### src/rtl/i2s_sequencer_if.sv
// Control, sample-memory and I2S serial signals of the sequencer as one bundle.
interface i2s_sequencer_if #(
   parameter int WIDTH  = 16,
   parameter int ADDR_W = 7
);
   logic              start;
   logic              stop;
   logic [ADDR_W:0]   depth;
   logic [15:0]       repeats;
   logic [2:0]        volume;
   logic              mute_l;
   logic              mute_r;
   logic [ADDR_W-1:0] rom_addr;
   logic [WIDTH-1:0]  rom_data;
   logic              busy;
   logic              done;
   logic              LRCLK;
   logic              SCLK;
   logic              SD;

   // The sequencer side.
   modport slave (
      input  start, stop, depth, repeats, volume, mute_l, mute_r, rom_data,
      output rom_addr, busy, done, LRCLK, SCLK, SD
   );

   // The controller / memory / receiver side.
   modport master (
      output start, stop, depth, repeats, volume, mute_l, mute_r, rom_data,
      input  rom_addr, busy, done, LRCLK, SCLK, SD
   );
endinterface

### src/rtl/i2s_sequencer.sv
// i2s_sequencer: reads mono samples from a sample memory, applies volume and
// per-slot mute, and streams them as identical left/right I2S slots.
module i2s_sequencer #(
   parameter int WIDTH    = 16,
   parameter int HALF_DIV = 10,
   parameter int ADDR_W   = 7
) (
   input  logic           MCLK,
   input  logic           Reset,
   i2s_sequencer_if.slave bus
);
   localparam int FW    = 2 * WIDTH;
   localparam int DIV_W = (HALF_DIV > 2) ? $clog2(HALF_DIV) : 1;
   localparam int BIT_W = $clog2(FW);

   typedef enum logic [2:0] {
      S_IDLE  = 3'd0,
      S_FETCH = 3'd1,
      S_WAIT  = 3'd2,
      S_LOAD  = 3'd3,
      S_DONE  = 3'd4
   } state_t;

   state_t            state;
   state_t            state_next;
   logic [DIV_W-1:0]  div;
   logic              sclk;
   logic              lrclk;
   logic              sd;
   logic [BIT_W-1:0]  bit_cnt;
   logic [BIT_W-1:0]  bit_next;
   logic [FW-1:0]     shreg;
   logic [FW-1:0]     frame_word;
   logic [ADDR_W-1:0] rom_addr;
   logic [WIDTH-1:0]  hold;
   logic [ADDR_W:0]   depth_l;
   logic [ADDR_W:0]   depth_m1;
   logic [15:0]       repeats_l;
   logic [15:0]       pass_cnt;
   logic [15:0]       pass_inc;
   logic              stop_lat;
   logic              stop_now;
   logic              stop_hit;
   logic              fetch_wait;
   logic              busy;
   logic              done;
   logic              half_tick;
   logic              fall_tick;
   logic              boundary;
   logic              accept;
   logic              addr_more;
   logic              last_pass;

   // Volume is an arithmetic right shift of the signed sample; mute forces zero.
   function automatic logic [WIDTH-1:0] scale(input logic [WIDTH-1:0] smp,
                                              input logic [2:0]       sh,
                                              input logic             mute);
      logic signed [WIDTH-1:0] s;
      s = $signed(smp);
      if (mute) begin
         return {WIDTH{1'b0}};
      end else begin
         return WIDTH'(s >>> sh);
      end
   endfunction

   assign half_tick = (div == DIV_W'(HALF_DIV - 1));
   assign fall_tick = half_tick & sclk;
   assign boundary  = fall_tick & (bit_cnt == BIT_W'(FW - 1));
   assign bit_next  = (bit_cnt == BIT_W'(FW - 1)) ? {BIT_W{1'b0}} : bit_cnt + BIT_W'(1);
   assign accept    = (state == S_IDLE) & bus.start & (bus.depth != {(ADDR_W+1){1'b0}});
   assign depth_m1  = depth_l - {{ADDR_W{1'b0}}, 1'b1};
   assign addr_more = ({1'b0, rom_addr} < depth_m1);
   assign pass_inc  = pass_cnt + 16'd1;
   assign last_pass = (repeats_l != 16'd0) & (pass_inc == repeats_l);
   // A stop arriving on the boundary cycle itself still silences that frame.
   assign stop_now  = stop_lat | (busy & bus.stop);

   // Frame content taken at a boundary: the processed sample only when a fetched
   // sample is waiting and no stop is pending, silence otherwise.
   always_comb begin
      frame_word = {FW{1'b0}};
      if ((state == S_WAIT) && !stop_now) begin
         frame_word = {scale(hold, bus.volume, bus.mute_l),
                       scale(hold, bus.volume, bus.mute_r)};
      end else begin
         frame_word = {FW{1'b0}};
      end
   end

   // Free-running SCLK divider: toggles SCLK every HALF_DIV MCLK cycles.
   always_ff @(posedge MCLK or posedge Reset) begin
      if (Reset) begin
         div  <= {DIV_W{1'b0}};
         sclk <= 1'b0;
      end else if (half_tick) begin
         div  <= {DIV_W{1'b0}};
         sclk <= ~sclk;
      end else begin
         div  <= div + DIV_W'(1);
      end
   end

   // Bit position, LRCLK and SD advance on SCLK falling edges; SD lags the
   // shift register by one bit period, giving the one-SCLK I2S delay.
   always_ff @(posedge MCLK or posedge Reset) begin
      if (Reset) begin
         bit_cnt <= {BIT_W{1'b0}};
         lrclk   <= 1'b0;
         sd      <= 1'b0;
         shreg   <= {FW{1'b0}};
      end else if (fall_tick) begin
         bit_cnt <= bit_next;
         lrclk   <= (bit_next >= BIT_W'(WIDTH));
         sd      <= shreg[FW-1];
         if (boundary) begin
            shreg <= frame_word;
         end else begin
            shreg <= {shreg[FW-2:0], 1'b0};
         end
      end
   end

   // Playback state register.
   always_ff @(posedge MCLK or posedge Reset) begin
      if (Reset) begin
         state <= S_IDLE;
      end else begin
         state <= state_next;
      end
   end

   // Playback next-state logic.
   always_comb begin
      state_next = state;
      case (state)
         S_IDLE: begin
            if (accept) state_next = S_FETCH;
            else        state_next = S_IDLE;
         end
         S_FETCH: begin
            if (fetch_wait) state_next = S_WAIT;
            else            state_next = S_FETCH;
         end
         S_WAIT: begin
            if (boundary) state_next = S_LOAD;
            else          state_next = S_WAIT;
         end
         S_LOAD: begin
            if (stop_hit)       state_next = S_DONE;
            else if (addr_more) state_next = S_FETCH;
            else if (last_pass) state_next = S_DONE;
            else                state_next = S_FETCH;
         end
         S_DONE:  state_next = S_IDLE;
         default: state_next = S_IDLE;
      endcase
   end

   // Address, pass counting, sample holding, stop latch and status flags.
   always_ff @(posedge MCLK or posedge Reset) begin
      if (Reset) begin
         rom_addr   <= {ADDR_W{1'b0}};
         hold       <= {WIDTH{1'b0}};
         depth_l    <= {(ADDR_W+1){1'b0}};
         repeats_l  <= 16'd0;
         pass_cnt   <= 16'd0;
         stop_lat   <= 1'b0;
         stop_hit   <= 1'b0;
         fetch_wait <= 1'b0;
         busy       <= 1'b0;
         done       <= 1'b0;
      end else begin
         done       <= (state_next == S_DONE) |
                       ((state == S_IDLE) & bus.start & (bus.depth == {(ADDR_W+1){1'b0}}));
         busy       <= (state_next != S_IDLE);
         fetch_wait <= (state == S_FETCH) & ~fetch_wait;
         if (busy && bus.stop) begin
            stop_lat <= 1'b1;
         end else if (!busy) begin
            stop_lat <= 1'b0;
         end
         case (state)
            S_IDLE: begin
               if (accept) begin
                  rom_addr  <= {ADDR_W{1'b0}};
                  depth_l   <= bus.depth;
                  repeats_l <= bus.repeats;
                  pass_cnt  <= 16'd0;
                  stop_hit  <= 1'b0;
               end
            end
            S_FETCH: begin
               if (fetch_wait) hold <= bus.rom_data;
            end
            S_WAIT: begin
               if (boundary) stop_hit <= stop_now;
            end
            S_LOAD: begin
               if (!stop_hit) begin
                  if (addr_more) begin
                     rom_addr <= rom_addr + ADDR_W'(1);
                  end else begin
                     rom_addr <= {ADDR_W{1'b0}};
                     pass_cnt <= pass_inc;
                  end
               end
            end
            default: begin
            end
         endcase
      end
   end

   assign bus.rom_addr = rom_addr;
   assign bus.busy     = busy;
   assign bus.done     = done;
   assign bus.LRCLK    = lrclk;
   assign bus.SCLK     = sclk;
   assign bus.SD       = sd;
endmodule

### src/flat_wrapper.sv
// flat-port wrapper written by rule: the top's interface ports become plain ports
module i2s_sequencer_flat 
#(
   parameter int WIDTH    = 16,
   parameter int HALF_DIV = 10,
   parameter int ADDR_W   = 7
)
  (MCLK, Reset, bus_start, bus_stop, bus_depth, bus_repeats, bus_volume, bus_mute_l, bus_mute_r, bus_rom_data, bus_rom_addr, bus_busy, bus_done, bus_LRCLK, bus_SCLK, bus_SD);
  i2s_sequencer_if #(.WIDTH(WIDTH), .ADDR_W(ADDR_W)) bus_i ();
  input  logic MCLK;
  input  logic Reset;
  input wire logic [$bits(bus_i.start)-1:0] bus_start;
  input wire logic [$bits(bus_i.stop)-1:0] bus_stop;
  input wire logic [$bits(bus_i.depth)-1:0] bus_depth;
  input wire logic [$bits(bus_i.repeats)-1:0] bus_repeats;
  input wire logic [$bits(bus_i.volume)-1:0] bus_volume;
  input wire logic [$bits(bus_i.mute_l)-1:0] bus_mute_l;
  input wire logic [$bits(bus_i.mute_r)-1:0] bus_mute_r;
  input wire logic [$bits(bus_i.rom_data)-1:0] bus_rom_data;
  output wire logic [$bits(bus_i.rom_addr)-1:0] bus_rom_addr;
  output wire logic [$bits(bus_i.busy)-1:0] bus_busy;
  output wire logic [$bits(bus_i.done)-1:0] bus_done;
  output wire logic [$bits(bus_i.LRCLK)-1:0] bus_LRCLK;
  output wire logic [$bits(bus_i.SCLK)-1:0] bus_SCLK;
  output wire logic [$bits(bus_i.SD)-1:0] bus_SD;
  assign bus_i.start = bus_start;
  assign bus_i.stop = bus_stop;
  assign bus_i.depth = bus_depth;
  assign bus_i.repeats = bus_repeats;
  assign bus_i.volume = bus_volume;
  assign bus_i.mute_l = bus_mute_l;
  assign bus_i.mute_r = bus_mute_r;
  assign bus_i.rom_data = bus_rom_data;
  assign bus_rom_addr = bus_i.rom_addr;
  assign bus_busy = bus_i.busy;
  assign bus_done = bus_i.done;
  assign bus_LRCLK = bus_i.LRCLK;
  assign bus_SCLK = bus_i.SCLK;
  assign bus_SD = bus_i.SD;
  i2s_sequencer #(.WIDTH(WIDTH), .HALF_DIV(HALF_DIV), .ADDR_W(ADDR_W)) u_core (.MCLK(MCLK), .Reset(Reset), .bus(bus_i));
endmodule
### config.mk
export PLATFORM = sky130hd
export DESIGN_NAME = i2s_sequencer_flat
export DESIGN_NICKNAME = d
export VERILOG_FILES = /design/src/rtl/i2s_sequencer_if.sv /design/src/rtl/i2s_sequencer.sv /design/src/flat_wrapper.sv
export SDC_FILE = /design/constraint.sdc
export NUM_CORES = 1
export LEC_CHECK = 0
export CAP_MARGIN = 15
export CORE_UTILIZATION = 55
export DETAILED_ROUTE_END_ITERATION = 7
export DONT_BUFFER_PORTS = 1
export GPL_TIMING_DRIVEN = 0
export PLACE_DENSITY = 0.76
export SYNTH_ARGS = -nofsm -noshare
export SYNTH_HDL_FRONTEND = slang
export SYNTH_SLANG_ARGS = --single-unit
### constraint.sdc
create_clock -name MCLK -period 3.6 [get_ports MCLK]
set_input_delay 0.54 -clock MCLK [delete_from_list [all_inputs] [get_ports MCLK]]
set_output_delay 0.54 -clock MCLK [all_outputs]
set_load 0.005 [all_outputs]
; Word-level counts from Yosys, hierarchy flattened
; Cells that the tools add are included.
[op_classes]
n_eq_ne = 12
mux = 26
add_sub_neg = 5
magnitude_cmp = 2
n_bitwise = 12
n_shift = 1
n_reduce_logical = 15
[ops]
columns = operator, count
row1 = 16-bit 2-to-1 mux, 5
row2 = 32-bit 2-to-1 mux, 2
row3 = 16-bit one-hot mux with 2 select lines, 1
row4 = 7-bit 2-to-1 mux, 3
row5 = 16-bit by 1-bit adder with 16-bit output (second input constant), 1
row6 = 16-bit == test, 1
row7 = 16-bit nonzero test, 1
row8 = 16-bit by 3-bit >>> shifter with 16-bit output, 1
row9 = 7-bit one-hot mux with 2 select lines, 1
row10 = 3-bit one-hot mux with 4 select lines, 1
row11 = 3-bit 2-to-1 mux, 3
row12 = 1-bit bitwise AND, 8
row13 = 8-bit zero test, 1
row14 = 7-bit by 8-bit < comparator with 1-bit output, 1
row15 = 8-bit nonzero test, 1
row16 = 8-bit by 1-bit subtractor with 8-bit output (second input constant), 1
row17 = 7-bit by 1-bit adder with 7-bit output (second input constant), 1
row18 = 3-bit by 2-bit == test with 1-bit output (second input constant), 2
row19 = 1-bit 2-to-1 mux, 6
row20 = 2-bit inequality test (second input constant), 3
row21 = 3-bit AND reduction, 2
row22 = 5-bit by 1-bit adder with 5-bit output (second input constant), 1
row23 = 5-bit == test (second input constant), 1
row24 = 5-bit greater-or-equal comparator (second input constant), 1
row25 = other kinds (18), 24
[totals]
output_inout_bits = 12
regBits = 115

; Logic depth before layout (Yosys ltp)
[logic_depth]
depth_word = 9
mapped_depth = 13

; Least setup slack after synthesis
; No wires, ideal clock.
[synth_timing]
path_type = register to register
startpoint = register u_core.depth_l[0]
endpoint = register u_core.pass_cnt[6]
required_time_ns = 3.480
path_stages_with_launch = 13
arrival_ns = 2.524
slack_ns = 0.956
setup_time_ns = 0.120
cell_sequence = dfrtp_1 nor3_1 nor3b_1 xnor2_1 ha_1 a211oi_1 nand2_1 a41o_1 clkbuf_8 a21oi_1 buf_2 nor2_2 a31o_2
[synth_via]
elab_chain_cells = 4
[synth_rtl]
columns = element, line
row1 = from (decl), i2s_sequencer.sv:36  ; logic [ADDR_W:0] depth_l;
row2 = from (signal assigned), i2s_sequencer.sv:165  ; depth_l <= {(ADDR_W+1){1'b0}};
row3 = from (signal assigned), i2s_sequencer.sv:187  ; depth_l <= bus.depth;
row4 = 8-bit by 1-bit subtractor with 8-bit output, i2s_sequencer.sv:72  ; assign depth_m1 = depth_l - {{ADDR_W{1'b0}}, 1'b1};
row5 = 7-bit by 8-bit < comparator with 1-bit output, i2s_sequencer.sv:73  ; assign addr_more = ({1'b0, rom_addr} < depth_m1);
row6 = 2-bit inequality test (no line), --
row7 = 4-bit AND reduction (no line), --
row8 = to (signal assigned), i2s_sequencer.sv:205  ; pass_cnt <= pass_inc;
row9 = to (decl), i2s_sequencer.sv:39  ; logic [15:0] pass_cnt;
; Every way passes these cells.
; A chain may end at the register's enable or synchronous reset.

; Final worst setup path
; Ends and elaborated chain as after synthesis.

==> results_dict.tcl <==
set metrics [dict create \
    yosysSeqAreaShare_pct 44.5 \
    first_pass_iters 5 \
    p_per_area_nw_per_um2 448 \
    async_flop_share_pct 100 \
    synthAdderAreaFrac_pct 2.15 \
    wirelength_microns 14600 \
    cp.buffers_inverters 2 \
    rsz0062_at_grt "no" \
    tightest_slew_ps 753 \
    clkLatencyLatePin_ps 420 \
    critical_path_class "flip-flop to flip-flop" \
    drtIter0Drc 272 \
    dp_hpwl_microns 10400 \
    worstSetupStartpointType "flip-flop" \
    cts_max_path_buffers 2 \
    synthCells 653 \
    yosys.area_share.simple_pct 19.2 \
    netlist_area_sq_um 6410 \
    cts_tree "yes" \
    fin_nets 733 \
    cp_slowest_stage_delay_ps 420 \
    vias_per_cell 6.15 \
    clockRootBuffer "clkbuf_16" \
    ys_types 68 \
    slew_headroom_pct 49.6 \
    cts_made_buffers 17 \
    post_cts_buffers 0 \
    synth_compound_area_share_pct 15.6 \
    yosys_warnings 0 \
    gp_congestion 0.905 \
    grt_pass1_vias 4903 \
    drv_cap 0 \
    syn-num-nets 713 \
    ys.flop_type "dfrtp_1" \
    final.setup_skew_ps 10.2 \
    grt_max_degree 60 \
    dieArea_sq_um 12100 \
    cts_resized 0 \
    synth_xor_area_share_pct 4.51 \
    cp.arrival_ps 3350 \
    grt_use_total_pct 25.9 \
    port_buffers 0 \
    synth_top_family_by_area "simple AND/OR/NAND/NOR gates" \
    area_growth_pct 12.6 \
    slowest_stage "dfrtp_1" \
    cts.sinks 114 \
    num_rows 39 \
    p_leak_nw 2.98 \
    setup_viol 0 \
    grt_pass1_wl_microns 23700 \
    p_int_mw 2.51 \
    clk_pin_slew_ps 60 \
    drive_gt1_share_pct 16.0 \
    cp_max_fo 10 \
    clock_power_share_pct 52.5 \
    mostFrequentLayoutCell "dfrtp_1" \
    h-tree-depth 4 \
    antenna_found_initial 0 \
    finalNonFillerCells 829 \
    syn_area_per_cell_sq_um 9.81 \
    die_w_microns 110 \
    synth_edf_count 0 \
    ff2ff_path_depth 12 \
    wl_per_cell_microns 17.6 \
    slew_violations 0 \
    routed-via-count 5099 \
    r2r-end "u_core.pass_cnt[6]" \
    finalCritPeriodShare_pct 84.4 \
    hold_path.class "primary input to asynchronous set/reset pin" \
    io_pins 61 \
    end_kind "flip-flop" \
    initial_core_util_pct 56.4 \
    antenna_cells 0 \
    synthMuxAreaShare_pct 9.39 \
    drtAntennaViolNets 0 \
    grt-ovfl-total 0 \
    die_y_microns 110 \
    layout_common_cells "dfrtp_1, nand2_1, o21ai_0, a21oi_1, mux2_2" \
    p_switching_mw 0.722 \
    ctsHoldBuffers 0 \
    fin_util_pct 63.4 \
    p_comb_share_pct 6.1 \
    r2r_setup_slack_ps 560 \
    fin_crit_ps 3040 \
    fmax_ghz 0.329 \
    status "complete, no violations" \
    core_region_area_sq_um 11400 \
    swShare_pct 22.4 \
    fillCellCount 915 \
    hold_violations 0 \
    worstPathRequired_ps 3910 \
    dp_cells 797 \
    regToRegStartpoint "u_core.depth_l[0]" \
    irDropWorstVdd_mv 0.310 \
    cp_cell_sequence "nor3_1 -> nor3b_1 -> xnor2_1 -> ha_1 -> a211oi_1 -> nand2_1 -> a41o_1 -> clkbuf_8 -> a21oi_1 -> buf_2 -> nor2_2 -> a31o_2" \
    p_seq_share_pct 41.4 \
    path_delay_family "compound AO/OA/AOI/OAI gates" \
    drc_errors 0 \
    yosys_register_bits 114 \
]
[state kept, by name, indices dropped and copies added, names as in the netlist, 4 cells and up]
signal,flops
u_core.shreg,32
u_core.hold,16
u_core.depth_l,8
u_core.div,4
u_core.bit_cnt,4
u_core.repeats_l,16
u_core.bus.rom_addr,7
u_core.pass_cnt,16
[cell families after synthesis]
group,after synthesis
AO/OA/AOI/OAI,165
XOR/XNOR,33
adder cells (fa/ha/maj),11
buffers and inverters,59
flip-flops,114
multiplexers,53
AND/OR/NAND/NOR,218
[area by class of cell]
class                           instances  area (sq um)  area share [%]
Clock inverter                         11           135            1.87
Inverter                               15          58.8           0.815
Tap cell                              143           179            2.48
Timing Repair Buffer                    1          27.5           0.382
Clock buffer                           21           460            6.38
Multi-Input combinational cell        480          3260            45.2
Buffer                                 44           240            3.33
Sequential cell                       114          2850            39.5
[Yosys cell counts, types with 3 or more instances]
| library cell | number | share of area [%] |
|---|---|---|
| nor3_1 | 8 | 0.62 |
| clkbuf_2 | 3 | 0.23 |
| nor4_1 | 8 | 0.78 |
| inv_1 | 15 | 0.88 |
| and2_1 | 3 | 0.29 |
| mux2i_1 | 14 | 2.2 |
| nor2_1 | 29 | 1.7 |
| o21a_1 | 4 | 0.47 |
| xor2_1 | 11 | 1.5 |
| o21ai_0 | 62 | 4.8 |
| nor3b_1 | 28 | 3.3 |
| ha_1 | 11 | 2.1 |
| nand2b_1 | 3 | 0.29 |
| a211oi_1 | 7 | 0.82 |
| buf_2 | 9 | 0.70 |
| o31ai_1 | 17 | 2.0 |
| clkbuf_1 | 23 | 1.3 |
| o221ai_1 | 5 | 0.68 |
| nand2_1 | 74 | 4.3 |
| nand3b_1 | 3 | 0.35 |
| buf_4 | 4 | 0.47 |
| a21oi_1 | 44 | 3.4 |
| clkbuf_8 | 3 | 0.64 |
| mux2_2 | 37 | 6.5 |
| nand3_1 | 10 | 0.78 |
| nand4_1 | 13 | 1.3 |
| dfrtp_1 | 114 | 45 |
| or3_1 | 3 | 0.29 |
| o22ai_1 | 3 | 0.29 |
| xnor2_1 | 22 | 3.0 |
| o211ai_1 | 5 | 0.59 |
| nor2b_1 | 5 | 0.49 |
| and3_1 | 7 | 0.68 |
[per-stage QoR]
stage | hold WS (ps) | instance area (sq um) | setup WS, ps | TNS [ps] | total power [mW]
6_report | 119 | 7210 | 563 | 0 | 3.23
2_1_floorplan | 420 | 6410 | 44.3 | 0 | 1.51
3_3_place_gp | 434 | 6590 | -1050 | -118560 | 1.54
5_1_grt | 177 | 7210 | 325 | 0 | 3.34
3_5_place_dp | 444 | 6620 | 641 | 0 | 1.55
4_1_cts | 132 | 7210 | 604 | 0 | 3.25
[worst reg2reg max path: cells and delay by family, from the launching register on]
family                     cells  cell delay, ps
AOI/OAI and AO/OA              4             840
xor gates and xnor gates       1             160
adders and majority gates      1             280
buffers and inverters          2             450
DFF                            1             420
and+or+nand+nor                4             780
[power by group through the flow]
stage	combinational, mW	clock [mW]	sequential (mW)
after floorplan	0.155	0	1.35
after global placement	0.184	0	1.36
after detailed placement	0.195	0	1.36
after CTS	0.198	1.72	1.34
after global routing	0.219	1.78	1.34
final	0.197	1.70	1.34
[per-layer routing]
metal	vias up	GRT usage [%]	wire length [microns]
met1	2464	35.4	6600
met5	-	0	0
met2	190	39.0	6730
met4	0	10.0	221
li1	2415	-	-
met3	30	7.23	1000
[worst max-delay path by stage]
| stage | startpoint | to | slack [ps] | cells after the start |
|---|---|---|---|---|
| floorplan | Reset | u_core.bit_cnt[0] | 40 | 1 |
| global placement | Reset | u_core.depth_l[4] | -1050 | 1 |
| detailed placement | u_core.depth_l[0] | u_core.pass_cnt[6] | 640 | 12 |
| CTS | u_core.depth_l[0] | u_core.pass_cnt[6] | 600 | 12 |
| global route | u_core.depth_l[0] | u_core.pass_cnt[6] | 320 | 12 |
| finish | u_core.depth_l[0] | u_core.pass_cnt[6] | 560 | 12 |
No activity file was read; power rests on OpenSTA's default activity.
==> variant, RTL diff (same settings) <==
Make the reset (`Reset`) synchronous in 4 clocked blocks.
--- a/src/rtl/i2s_sequencer.sv
+++ b/src/rtl/i2s_sequencer.sv
@@ -91,3 +91,3 @@
    // Free-running SCLK divider: toggles SCLK every HALF_DIV MCLK cycles.
-   always_ff @(posedge MCLK or posedge Reset) begin
+   always_ff @(posedge MCLK) begin
       if (Reset) begin
@@ -105,3 +105,3 @@
    // shift register by one bit period, giving the one-SCLK I2S delay.
-   always_ff @(posedge MCLK or posedge Reset) begin
+   always_ff @(posedge MCLK) begin
       if (Reset) begin
@@ -124,3 +124,3 @@
    // Playback state register.
-   always_ff @(posedge MCLK or posedge Reset) begin
+   always_ff @(posedge MCLK) begin
       if (Reset) begin
@@ -160,3 +160,3 @@
    // Address, pass counting, sample holding, stop latch and status flags.
-   always_ff @(posedge MCLK or posedge Reset) begin
+   always_ff @(posedge MCLK) begin
       if (Reset) begin
Formal check against the unedited RTL: differs if Reset is asserted again (counterexample within 4 cycles, from zero or initial values and one cycle with Reset high); with Reset held inactive, the same outputs for 10 cycles.
==> variant against the original RTL <==
Wire length rose by 2.8%; clock power barely moved; total power rose by 1.5%; synthesized area fell by 7.5%; critical path type unchanged; combinational power rose by 28%; non-clock buffer count rose by 5; cell area fell by 7.1%; sequential cell count did not move; worst setup slack improved by 0.14 ns.
==> variant: results (changes against the original RTL) <==
status: "completed"  # unchanged
drt_iter0_drc: 321  # was 272
cts_resized: 0  # unchanged
area_growth_pct: 13.0  # was 12.6%
postCtsSetupBuffers: 0  # unchanged
layout.nets: 808  # was 733
slowest_stage: "dfxtp_1"  # was dfrtp_1
async_reset_ff_share_pct: 0  # was 100%
yosys-top-cells-area: "dfxtp_1, nand2_1, a21oi_1"  # was dfrtp_1, mux2_2, o21ai_0
clock_latency_ns: 0.53  # was 0.42 ns
ir_drop_mv: 0.340  # was 0.310 mV
cts-root-buf: "clkbuf_8"  # was clkbuf_16
synthesis.nets: 789  # was 713
synth_common_cells: "nand2_1, dfxtp_1, nor2_1"  # was dfrtp_1, nand2_1, o21ai_0
period_needed_ns: 2.90  # was 3.04 ns
hold_start: "bus_rom_data[0]"
grtUsageMet2_pct: 48.9  # was 39.0%
tightest_slew_ns: 0.650  # was 0.753 ns
place.port_buffers: 0  # unchanged
hold_path.class: "in2reg"  # was in2async
synth-xor-area-share_pct: 4.87  # was 4.51%
use_met3_pct: 7.54  # was 7.23%
rrSetupSlack_ns: 0.70  # was 0.56 ns
gp_congestion: 0.896  # was 0.905
grt_max_degree: 17  # was 60
route.met3.wl_um: 740  # was 1.00 mm
p_leak_nw: 2.54  # was 2.98 nW
maxCapViolCount: 0  # unchanged
grt_pass1_vias: 5201  # was 4,903
grt_pass1_wl_mm: 24.9  # was 23.7 mm
timing.rr.end: "u_core.pass_cnt[10]$_SDFFE_PP0P_"  # was u_core.pass_cnt[6]$_DFFE_PP0P_
wl_per_cell_um: 16.7  # was 17.6 um
crit_path_start: "u_core.depth_l[0]$_SDFFE_PP0P_"  # was u_core.depth_l[0]$_DFFE_PP0P_
rr_worst_depth: 13  # was 12
arrival_ns: 3.32  # was 3.35 ns
routed.top_layer: "met4"  # unchanged
finClkSkew_ns: 0.00665  # was 0.0102 ns
grtUsageTotal_pct: 28.2  # was 25.9%
synth_compound_area_share_pct: 17.9  # was 15.6%
wl_met1_mm: 6.41  # was 6.60 mm
first_pass_iters: 5  # unchanged
global_route.usage.met1_pct: 33.5  # was 35.4%
yosysSeqAreaShare_pct: 38.5  # was 44.5%
grt_antenna_before_repair: 0  # unchanged
pre_cts_slack_ns: 0.727  # was 0.641 ns
numCtsBuffers: 17  # unchanged
path_delay_family: "compound AO/OA/AOI/OAI gates"  # unchanged
dr_total_vias: 5394  # was 5,099
cts_max_level: 4  # unchanged
ys_types: 61  # was 68
synthMuxAreaShare_pct: 5.21  # was 9.39%
synth_top_flop_cell: "dfxtp_1"  # was dfrtp_1
layout-drive-gt1-share_pct: 10.1  # was 16.0%
wl_met2_mm: 7.55  # was 6.73 mm
hpwl_mm: 10.8  # was 10.4 mm
synth_fa_ha_area_share_pct: 2.74  # was 2.15%
## variant: power by group
group / internal, W / switching [W] / leakage [nW] / total [W]
Sequential: 0.00129 / 0.0000363 / 0.924 / 0.00133
Combinational: 0.0000991 / 0.000154 / 1.32 / 0.000253
Clock: 0.00112 / 0.000577 / 0.297 / 0.00170
Total: 0.00251 / 0.000767 / 2.54 / 0.00328
## variant: cell type report
class | instances | area [um2]
inverter | 17 | 63.8
multi-input combinational | 546 | 3330
tap | 136 | 170
clock buffer | 22 | 473
buffer | 50 | 249
sequential | 114 | 2280
fill | 907 | 3670
clock inverter | 10 | 130
## variant: stage by stage
step                cells  power (W)  util [%]  hold slack, ns  cell area (um2)
global placement      863    0.00159      58.8           0.443             6100
detailed placement    863    0.00160      58.8           0.451             6100
finish                895    0.00328      64.6           0.142             6700
floorplan             727    0.00154         -           0.432             5930
global route          895    0.00339      64.6           0.124             6700
CTS                   895    0.00329      64.6           0.127             6700
